**src/rtl/fpmul_arb_pkg.sv**
```systemverilog
// Shared defaults and types for the two-requester floating-point multiplier arbiter.
package fpmul_arb_pkg;

  localparam int unsigned W_DEF     = 32;
  localparam int unsigned LAT_DEF   = 4;
  localparam int unsigned DEPTH_DEF = 2;

  typedef logic req_id_t;

  typedef struct packed {
    logic    valid;
    req_id_t id;
  } tag_t;

endpackage

```
**src/rtl/fpmul_rsp_fifo.sv**
```systemverilog
// Per-requester response buffer: DEPTH-entry synchronous FIFO, head visible combinationally.
module fpmul_rsp_fifo #(
  parameter int unsigned W     = 32,
  parameter int unsigned DEPTH = 2
) (
  input  logic         clk,
  input  logic         rst_n,
  input  logic         wr_en_i,
  input  logic [W-1:0] wr_data_i,
  input  logic         rd_en_i,
  output logic [W-1:0] rd_data_o,
  output logic         full_o,
  output logic         empty_o
);

  localparam int unsigned PW = (DEPTH > 1) ? $clog2(DEPTH) : 1;
  localparam int unsigned CW = $clog2(DEPTH + 1);

  logic [W-1:0]  mem_q [DEPTH];
  logic [PW-1:0] wr_ptr_q, wr_ptr_d, rd_ptr_q, rd_ptr_d;
  logic [CW-1:0] count_q, count_d;
  logic          do_wr, do_rd;

  function automatic logic [PW-1:0] ptr_inc(input logic [PW-1:0] p);
    return (p == PW'(DEPTH - 1)) ? '0 : p + PW'(1);
  endfunction

  assign full_o    = (count_q == CW'(DEPTH));
  assign empty_o   = (count_q == '0);
  assign do_wr     = wr_en_i & ~full_o;
  assign do_rd     = rd_en_i & ~empty_o;
  assign rd_data_o = mem_q[rd_ptr_q];

  always_comb begin
    wr_ptr_d = wr_ptr_q;
    rd_ptr_d = rd_ptr_q;
    count_d  = count_q;
    if (do_wr) wr_ptr_d = ptr_inc(wr_ptr_q);
    if (do_rd) rd_ptr_d = ptr_inc(rd_ptr_q);
    if (do_wr && !do_rd) count_d = count_q + CW'(1);
    else if (!do_wr && do_rd) count_d = count_q - CW'(1);
  end

  // Storage is cleared on reset so the head reads zero while in reset.
  always_ff @(posedge clk or negedge rst_n) begin
    if (!rst_n) begin
      wr_ptr_q <= '0;
      rd_ptr_q <= '0;
      count_q  <= '0;
      for (int i = 0; i < int'(DEPTH); i++) mem_q[i] <= '0;
    end else begin
      wr_ptr_q <= wr_ptr_d;
      rd_ptr_q <= rd_ptr_d;
      count_q  <= count_d;
      if (do_wr) mem_q[wr_ptr_q] <= wr_data_i;
    end
  end

endmodule

```
**src/rtl/fpmul_arbiter.sv**
```systemverilog
// Round-robin, credit-based sharing of one fixed-latency multiplier between two requesters,
// with a tag pipeline routing each product into its requester's response FIFO.
module fpmul_arbiter
  import fpmul_arb_pkg::*;
#(
  parameter int unsigned W     = W_DEF,
  parameter int unsigned LAT   = LAT_DEF,
  parameter int unsigned DEPTH = DEPTH_DEF
) (
  input  logic         clk,
  input  logic         rst_n,
  input  logic         req0_valid,
  output logic         req0_ready,
  input  logic [W-1:0] req0_a,
  input  logic [W-1:0] req0_b,
  input  logic         req1_valid,
  output logic         req1_ready,
  input  logic [W-1:0] req1_a,
  input  logic [W-1:0] req1_b,
  output logic         mul_valid,
  output logic [W-1:0] mul_a,
  output logic [W-1:0] mul_b,
  input  logic [W-1:0] mul_result,
  output logic         rsp0_valid,
  input  logic         rsp0_ready,
  output logic [W-1:0] rsp0_data,
  output logic         rsp1_valid,
  input  logic         rsp1_ready,
  output logic [W-1:0] rsp1_data
);

  localparam int unsigned CW = $clog2(DEPTH + 1);

  logic [1:0]    elig, grant, rsp_hs, fifo_wr, fifo_full, fifo_empty;
  logic [CW-1:0] credit_q [2];
  logic [CW-1:0] credit_d [2];
  logic          last_q, last_d;
  tag_t          tag_q [LAT];
  tag_t          tag_last;

  // Grant: lone eligible requester wins; on a tie the one not granted last wins.
  always_comb begin
    elig   = '0;
    grant  = '0;
    last_d = last_q;
    mul_a  = '0;
    mul_b  = '0;
    elig[0] = rst_n & req0_valid & (credit_q[0] != '0);
    elig[1] = rst_n & req1_valid & (credit_q[1] != '0);
    if (elig[0] && (!elig[1] || last_q)) grant[0] = 1'b1;
    else if (elig[1])                    grant[1] = 1'b1;
    if (grant[0]) begin
      mul_a  = req0_a;
      mul_b  = req0_b;
      last_d = 1'b0;
    end else if (grant[1]) begin
      mul_a  = req1_a;
      mul_b  = req1_b;
      last_d = 1'b1;
    end
  end

  assign req0_ready = grant[0];
  assign req1_ready = grant[1];
  assign mul_valid  = |grant;

  assign rsp0_valid = ~fifo_empty[0];
  assign rsp1_valid = ~fifo_empty[1];
  assign rsp_hs     = {rsp1_valid & rsp1_ready, rsp0_valid & rsp0_ready};

  // A credit stands for one FIFO slot, reserved at grant and returned at handshake.
  always_comb begin
    for (int n = 0; n < 2; n++) begin
      credit_d[n] = credit_q[n];
      if (grant[n] && !rsp_hs[n])      credit_d[n] = credit_q[n] - CW'(1);
      else if (!grant[n] && rsp_hs[n]) credit_d[n] = credit_q[n] + CW'(1);
    end
  end

  assign tag_last   = tag_q[LAT-1];
  assign fifo_wr[0] = tag_last.valid && (tag_last.id == req_id_t'(1'b0));
  assign fifo_wr[1] = tag_last.valid && (tag_last.id == req_id_t'(1'b1));

  always_ff @(posedge clk or negedge rst_n) begin
    if (!rst_n) begin
      credit_q[0] <= CW'(DEPTH);
      credit_q[1] <= CW'(DEPTH);
      last_q      <= 1'b1;
      for (int i = 0; i < int'(LAT); i++) tag_q[i] <= '0;
    end else begin
      credit_q[0] <= credit_d[0];
      credit_q[1] <= credit_d[1];
      last_q      <= last_d;
      tag_q[0]    <= '{valid: mul_valid, id: req_id_t'(grant[1])};
      for (int i = 1; i < int'(LAT); i++) tag_q[i] <= tag_q[i-1];
    end
  end

  fpmul_rsp_fifo #(.W(W), .DEPTH(DEPTH)) u_fifo0 (
    .clk       (clk),
    .rst_n     (rst_n),
    .wr_en_i   (fifo_wr[0]),
    .wr_data_i (mul_result),
    .rd_en_i   (rsp_hs[0]),
    .rd_data_o (rsp0_data),
    .full_o    (fifo_full[0]),
    .empty_o   (fifo_empty[0])
  );

  fpmul_rsp_fifo #(.W(W), .DEPTH(DEPTH)) u_fifo1 (
    .clk       (clk),
    .rst_n     (rst_n),
    .wr_en_i   (fifo_wr[1]),
    .wr_data_i (mul_result),
    .rd_en_i   (rsp_hs[1]),
    .rd_data_o (rsp1_data),
    .full_o    (fifo_full[1]),
    .empty_o   (fifo_empty[1])
  );

  a_no_ovf0 : assert property (@(posedge clk) disable iff (!rst_n) !(fifo_wr[0] && fifo_full[0]));
  a_no_ovf1 : assert property (@(posedge clk) disable iff (!rst_n) !(fifo_wr[1] && fifo_full[1]));
  a_credit0 : assert property (@(posedge clk) disable iff (!rst_n) credit_q[0] <= CW'(DEPTH));
  a_credit1 : assert property (@(posedge clk) disable iff (!rst_n) credit_q[1] <= CW'(DEPTH));

endmodule

```
**config.mk**
```make
export PLATFORM = sky130hd
export DESIGN_NAME = fpmul_arbiter
export DESIGN_NICKNAME = d
export VERILOG_FILES = /design/src/rtl/fpmul_arb_pkg.sv /design/src/rtl/fpmul_rsp_fifo.sv /design/src/rtl/fpmul_arbiter.sv
export SDC_FILE = /design/constraint.sdc
export NUM_CORES = 1
export LEC_CHECK = 0
export ABC_AREA = 1
export CORE_ASPECT_RATIO = 0.8
export CORE_MARGIN = 2
export CORE_UTILIZATION = 49
export CTS_BUF_LIST = sky130_fd_sc_hd__clkbuf_4 sky130_fd_sc_hd__clkbuf_8
export CTS_CLUSTER_DIAMETER = 150
export CTS_CLUSTER_SIZE = 16
export DETAILED_ROUTE_END_ITERATION = 16
export GPL_TIMING_DRIVEN = 0
export PLACE_DENSITY = 0.86
export SLEW_MARGIN = 25
export SYNTH_ARGS = -nofsm -noshare
export SYNTH_HDL_FRONTEND = slang
export SYNTH_SLANG_ARGS = --single-unit
```
**constraint.sdc**
```tcl
create_clock -name clk -period 5.6 [get_ports clk]
set_clock_uncertainty 0.1 [all_clocks]
set_input_delay 0.56 -clock clk [delete_from_list [all_inputs] [get_ports clk]]
set_output_delay 0.56 -clock clk [all_outputs]
set_load 0.01 [all_outputs]
```
======== Yosys cells after proc, flatten, opt, wreduce, memory -nomap -nowiden ========
Cells that the tools add are included.
word-level totals
  register bits ........................... 149
  bits in latches ......................... 0
  RAM bits ................................ 0
  memory bits (read-only) ................. 0
  word-level logic and storage cells ...... 126
  memories kept ........................... 0
operators by class
  add/subtract/negate cells ............... 12
  multipliers ............................. 0
  divide/modulo/power cells ............... 0
  $lt $le $gt $ge ......................... 6
  eq/ne operators ......................... 2
  shift-type cells ........................ 0
  muxes and demuxes ....................... 33
  bitwise operators ....................... 19
  reductions and logical operators ........ 33
operators with widths
  operator                                             count
  2-to-1 mux 32 bit                                    12
  bitwise mux 64 bit                                   2
  demux 32 bit (select 1 bit)                          2
  2-to-1 mux 2 bit                                     8
  nonzero test 2 bit                                   7
  logical AND 1 bit                                    13
  bitwise AND 1 bit                                    10
  logical NOT 1 bit                                    9
  2-to-1 mux 1 bit                                     9
  adder 2 x 1 -> 2 bit (second input constant)         4
  >= comparator 2 bit (second input constant)          4
  NOT 1 -> 2 bit                                       4
  subtractor 2 x 1 -> 2 bit (second input constant)    4
  NOT 1 bit                                            5
  adder 1 bit (second input constant)                  4
  == test 2 bit (second input constant)                2
  logical NOT 2 bit                                    2
  < comparator 2 x 1 -> 1 bit (second input constant)  2
  OR reduction 2 bit                                   1
  logical OR 1 bit                                     1

======== Longest topological paths before layout ========
  depth after elaboration ................. 10
  mapped depth ............................ 11
  depth with buffers taken out ............ 9

======== Modules after synthesis ========
Synthesis repeated with hierarchy kept, for this count alone.
second synthesis, totals
  cells, all modules ...................... 1098
  area, all modules ....................... 8166.6 µm²
modules (own cells, without submodules)
  module          instances  cells an instance  area an instance (µm²)  seq. area each (µm²)
  fpmul_rsp_fifo  2          417                3345.7                  1701.6
  fpmul_arbiter   1          264                1475.2                  329.1

======== Worst setup path before layout ========
Ideal clock, no wire load.
  path type ............................... input-to-reg
  start point ............................. input req1_valid
  end point ............................... register credit_q[3] in the netlist's numbering
  library setup time ...................... 0.075 ns
  arrival time ............................ 1.865 ns
  setup slack ............................. 3.560 ns
  stages .................................. 11
  path buffers ............................ 2
  path through ............................ nand2_1 inv_1 nand3_1 buf_2 buf_2 nand2_1 inv_1 ha_1 or2_2 nand2_1 xnor2_1
on the way
  word-level cells in the longest chain between the ends .. 9
  elaborated cells between the ends (all ways) .. 11
RTL lines
  item                                 RTL line             source
  from (decl)                          fpmul_arbiter.sv:16  input logic req1_valid,
  bitwise AND 1 bit (*) (2 in a row)   fpmul_arbiter.sv:49  elig[1] = rst_n & req1_valid & (credit_q[1] != '0);
  logical NOT 1 bit (*)                fpmul_arbiter.sv:50  if (elig[0] && (!elig[1] || last_q)) grant[0] = 1'b1;
  logical OR 1 bit (*)                 fpmul_arbiter.sv:50
  logical AND 1 bit (*)                fpmul_arbiter.sv:50
  2-to-1 mux 1 bit (*)                 fpmul_arbiter.sv:50
  named net req0_ready                 fpmul_arbiter.sv:13  output logic req0_ready,
  logical NOT 1 bit                    fpmul_arbiter.sv:76  else if (!grant[n] && rsp_hs[n]) credit_d[n] = credit_q[n] + CW'(1);
  logical AND 1 bit                    fpmul_arbiter.sv:76
  nonzero test 2 bit (no source line)  n/a
  to (decl)                            fpmul_arbiter.sv:35  logic [CW-1:0] credit_q [2];
The timed path passes the listed nets; every way through them passes the cells marked *.
A chain may end at the register's enable or synchronous reset.

======== Worst setup path after layout ========
  start point ............................. input rst_n
  end point ............................... output mul_b[25]
on the way
  word-level cells in the longest chain between the ends .. 8
  elaborated cells between the ends (all ways) .. 12
RTL lines
  item                            RTL line             source
  from (decl)                     fpmul_arbiter.sv:11  input logic rst_n,
  bitwise AND 1 bit (2 in a row)  fpmul_arbiter.sv:49
  logical NOT 1 bit               fpmul_arbiter.sv:50
  logical OR 1 bit                fpmul_arbiter.sv:50
  logical AND 1 bit               fpmul_arbiter.sv:50
  2-to-1 mux 1 bit                fpmul_arbiter.sv:50
  2-to-1 mux 32 bit               fpmul_arbiter.sv:56  end else if (grant[1]) begin
  2-to-1 mux 32 bit (*)           fpmul_arbiter.sv:52  if (grant[0]) begin
  to (decl)                       fpmul_arbiter.sv:22  output logic [W-1:0] mul_b,
Mark *: on every way between the ends. The rest lies on a longest branch, timed or not.

==> impl_metrics.json <==
{
  "status": "complete, no violations",
  "hp-class": "in -> async",
  "clock_latency_ns": 0.45,
  "drt_pre_antenna_iters": 5,
  "path_clk_slew_ns": 0.09,
  "fin_worst_hold_slack_ns": 0.00439,
  "tns_ns": 0,
  "track_usage": 0.318,
  "netlist_area_um2": 7570,
  "ys_types": 29,
  "fp.dieH_um": 115,
  "syn_to_final_growth_pct": 48.2,
  "reg2regPathDepth": 11,
  "rsz0062_at_grt": "no",
  "port_buffers": 298,
  "synth_top_flop_cell": "dfrtp_1",
  "power.leakage_nw": 5.50,
  "gp_congestion": 0.911,
  "nFillCells": 1098,
  "crit_path_start_kind": "primary input",
  "fin_crit_sh": 0.616,
  "clock_power_share": 0.134,
  "grt_pass1_wl_um": 39800,
  "dieWidth_um": 143,
  "async_flop_share": 1.00,
  "vias": 7652,
  "drt-initial-drc-count": 663,
  "grt.overflow.total": 0,
  "arrival_ns": 2.79,
  "netlist_top_cells_count": "nand2_1 (468), dfrtp_1 (146), nand3_1 (65), o21ai_2 (61), inv_1 (41)",
  "synth_largest_area_cell": "dfrtp_1",
  "synth.area.top_cells": "dfrtp_1 (48%), nand2_1 (23%), o21ai_2 (7.1%)",
  "clock_path_buffers": 2,
  "slew_viol_final": 0,
  "switching_share": 0.410,
  "synth_edf_count": 0,
  "cts_hold_buf": 0,
  "cts_sinks": 149,
  "setup_violations": 0,
  "tightestPinTransition_ns": 0.690,
  "start_util": 0.502,
  "post-cts-setup-buffers": 0,
  "reg2reg_slack_ns": 3.32,
  "switchingPower_mw": 2.38,
  "share_comb_of_total_power": 0.538,
  "worstPathMaxFanout": 93,
  "yosysMostFrequentCell": "nand2_1",
  "intPower_mw": 3.43,
  "path_cells": "buf_8, nand2_1, nor2_4, buf_4, buf_2, nand3_1, nand2_1, clkdlybuf4s50_1",
  "end_kind": "output pin",
  "fp-row-count": 40,
  "path_class": "in -> out",
  "yosysWarnings": 0,
  "cts_buffers": 17,
  "h-tree-depth": 4,
  "ios": 299,
  "final_nets": 1439,
  "ir_drop_uv": 215,
  "placed_area_um2": 10800,
  "post_drt_wl_per_cell_um": 17.1,
  "p_per_area_nw_per_um2": 517,
  "cts_tree": "yes",
  "synth_top_area_share": 0.483,
  "core_area_um2": 15100,
  "cts_resized": 0,
  "slowest_stage": "clkdlybuf4s50_1",
  "drive_gt1_frac": 0.120,
  "dp_slack_ns": 2.14,
  "fmax_ghz": 0.290,
  "pwr-share-seq": 0.328,
  "reg2reg_from": "credit_q[1]$_DFFE_PN1P_",
  "relSlewSlack": 0.540,
  "synth_seq_area_share": 0.493,
  "synthCells": 951,
  "maxCapViolations": 0,
  "finalHoldViolCount": 0,
  "die_area_um2": 16500,
  "cp.required_ns": 4.94,
  "totalWireLength_um": 25600,
  "root_buffer": "clkbuf_8",
  "critical_path.most_common_cell": "nand2_1",
  "antenna_found_initial": 1,
  "vias_per_cell": 5.13,
  "grt_max_degree": 94,
  "period_needed_ns": 3.45,
  "ant_nets": 0,
  "dpl.hpwl_um": 19500,
  "synth_nets": 1121,
  "finalPower_mw": 5.80,
  "critPathBufInv": 4,
  "setup_slack_ns": 2.15,
  "post-route-cell-area_um2": 11200,
  "synth_seq_cells": 149,
  "max_stage_delay_ns": 0.63,
  "drc": 0,
  "timing.rr.end": "credit_q[3]$_DFFE_PN1P_",
  "syn_avg_cell_area_um2": 7.96,
  "path_delay_family": "buffers and inverters",
  "grt_pass1_vias": 7526
}
==> worst reg2reg max path, delay by kind of cell, from the launching register on <==
kind,cells,cell delay [ns]
xor+xnor,1,0.12
fa+ha+maj,1,0.20
simple gates,5,0.71
buf+inv,4,0.55
flops,1,0.53
==> area by class of cell <==
cell class / count / area (µm²) / area share
Antenna cell: 1 / 2.50 / 0.000223
Buffer: 60 / 424 / 0.0378
Clock buffer: 18 / 248 / 0.0221
Clock inverter: 14 / 119 / 0.0106
Inverter: 47 / 179 / 0.0160
Multi-Input combinational cell: 695 / 3230 / 0.288
Sequential cell: 149 / 3730 / 0.333
Tap cell: 210 / 263 / 0.0234
Timing Repair Buffer: 299 / 3020 / 0.269
==> per-layer routing <==
| metal | track usage | share of wire | vias up |
|---|---|---|---|
| met1 | 0.417 | 0.41 | 3593 |
| met3 | 0.0704 | 0.080 | 58 |
| met5 | 0 | 0 | - |
| li1 | - | - | 3641 |
| met2 | 0.522 | 0.48 | 360 |
| met4 | 0.117 | 0.033 | 0 |
==> power groups by stage <==
stage | registers, mW | clock network, mW | logic, mW
floorplan | 1.85 | 0 | 1.63
global placement | 1.88 | 0 | 3.02
detailed placement | 1.91 | 0 | 3.10
CTS | 1.89 | 0.780 | 3.12
global route | 1.96 | 0.827 | 3.42
finish | 1.90 | 0.779 | 3.12
==> logic make-up (layout without fill, tap and decap cells) <==
logic type | after synthesis | after routing | share of synthesized area
adders and majority gates | 4 | 4 | 0.00661
buffers and inverters | 107 | 438 | 0.0797
DFF | 149 | 149 | 0.493
xor gates and xnor gates | 11 | 11 | 0.0127
and+or+nand+nor | 547 | 547 | 0.288
other | 0 | 1 | 0
AOI/OAI and AO/OA | 133 | 133 | 0.120
==> sequential cells by signal (all words and copies together), names as in the netlist <==
signal            cells
u_fifo1.rd_ptr_q      1
u_fifo0.mem_q        64
u_fifo1.mem_q        64
credit_q              4
u_fifo1.wr_ptr_q      1
u_fifo0.wr_ptr_q      1
tag_last              2
last_q                1
u_fifo0.count_q       2
u_fifo0.rd_ptr_q      1
u_fifo1.count_q       2
tag_q                 6
==> layout by cell type (no fill, tap or decap), drive strengths merged <==
cell type	instances
dfrtp	146
or2	2
buf	43
xnor2	5
nand3	65
a21oi	4
dfstp	3
clkinvlp	4
inv	51
clkdlybuf4s50	297
o21ai	129
diode	1
xor2	6
nor2	7
clkbuf	37
clkinv	6
nand2	473
ha	4
==> through the flow <==
| stage | cells | utilization |
|---|---|---|
| after global routing | 1493 | 0.745 |
| after global placement | 1459 | 0.718 |
| after detailed placement | 1460 | 0.720 |
| after floorplan | 951 | - |
| after CTS | 1492 | 0.744 |
| final | 1493 | 0.745 |
==> worst max-delay path by stage <==
stage | from | endpoint | cells past startpoint
finish | rst_n | mul_b[25] | 8
global route | rst_n | mul_b[25] | 8
CTS | rst_n | mul_b[25] | 8
detailed placement | rst_n | mul_b[25] | 8
global placement | rst_n | mul_b[25] | 8
floorplan | req1_valid | credit_q[3]$_DFFE_PN1P_ | 11
(Power assumes the default switching activity.)
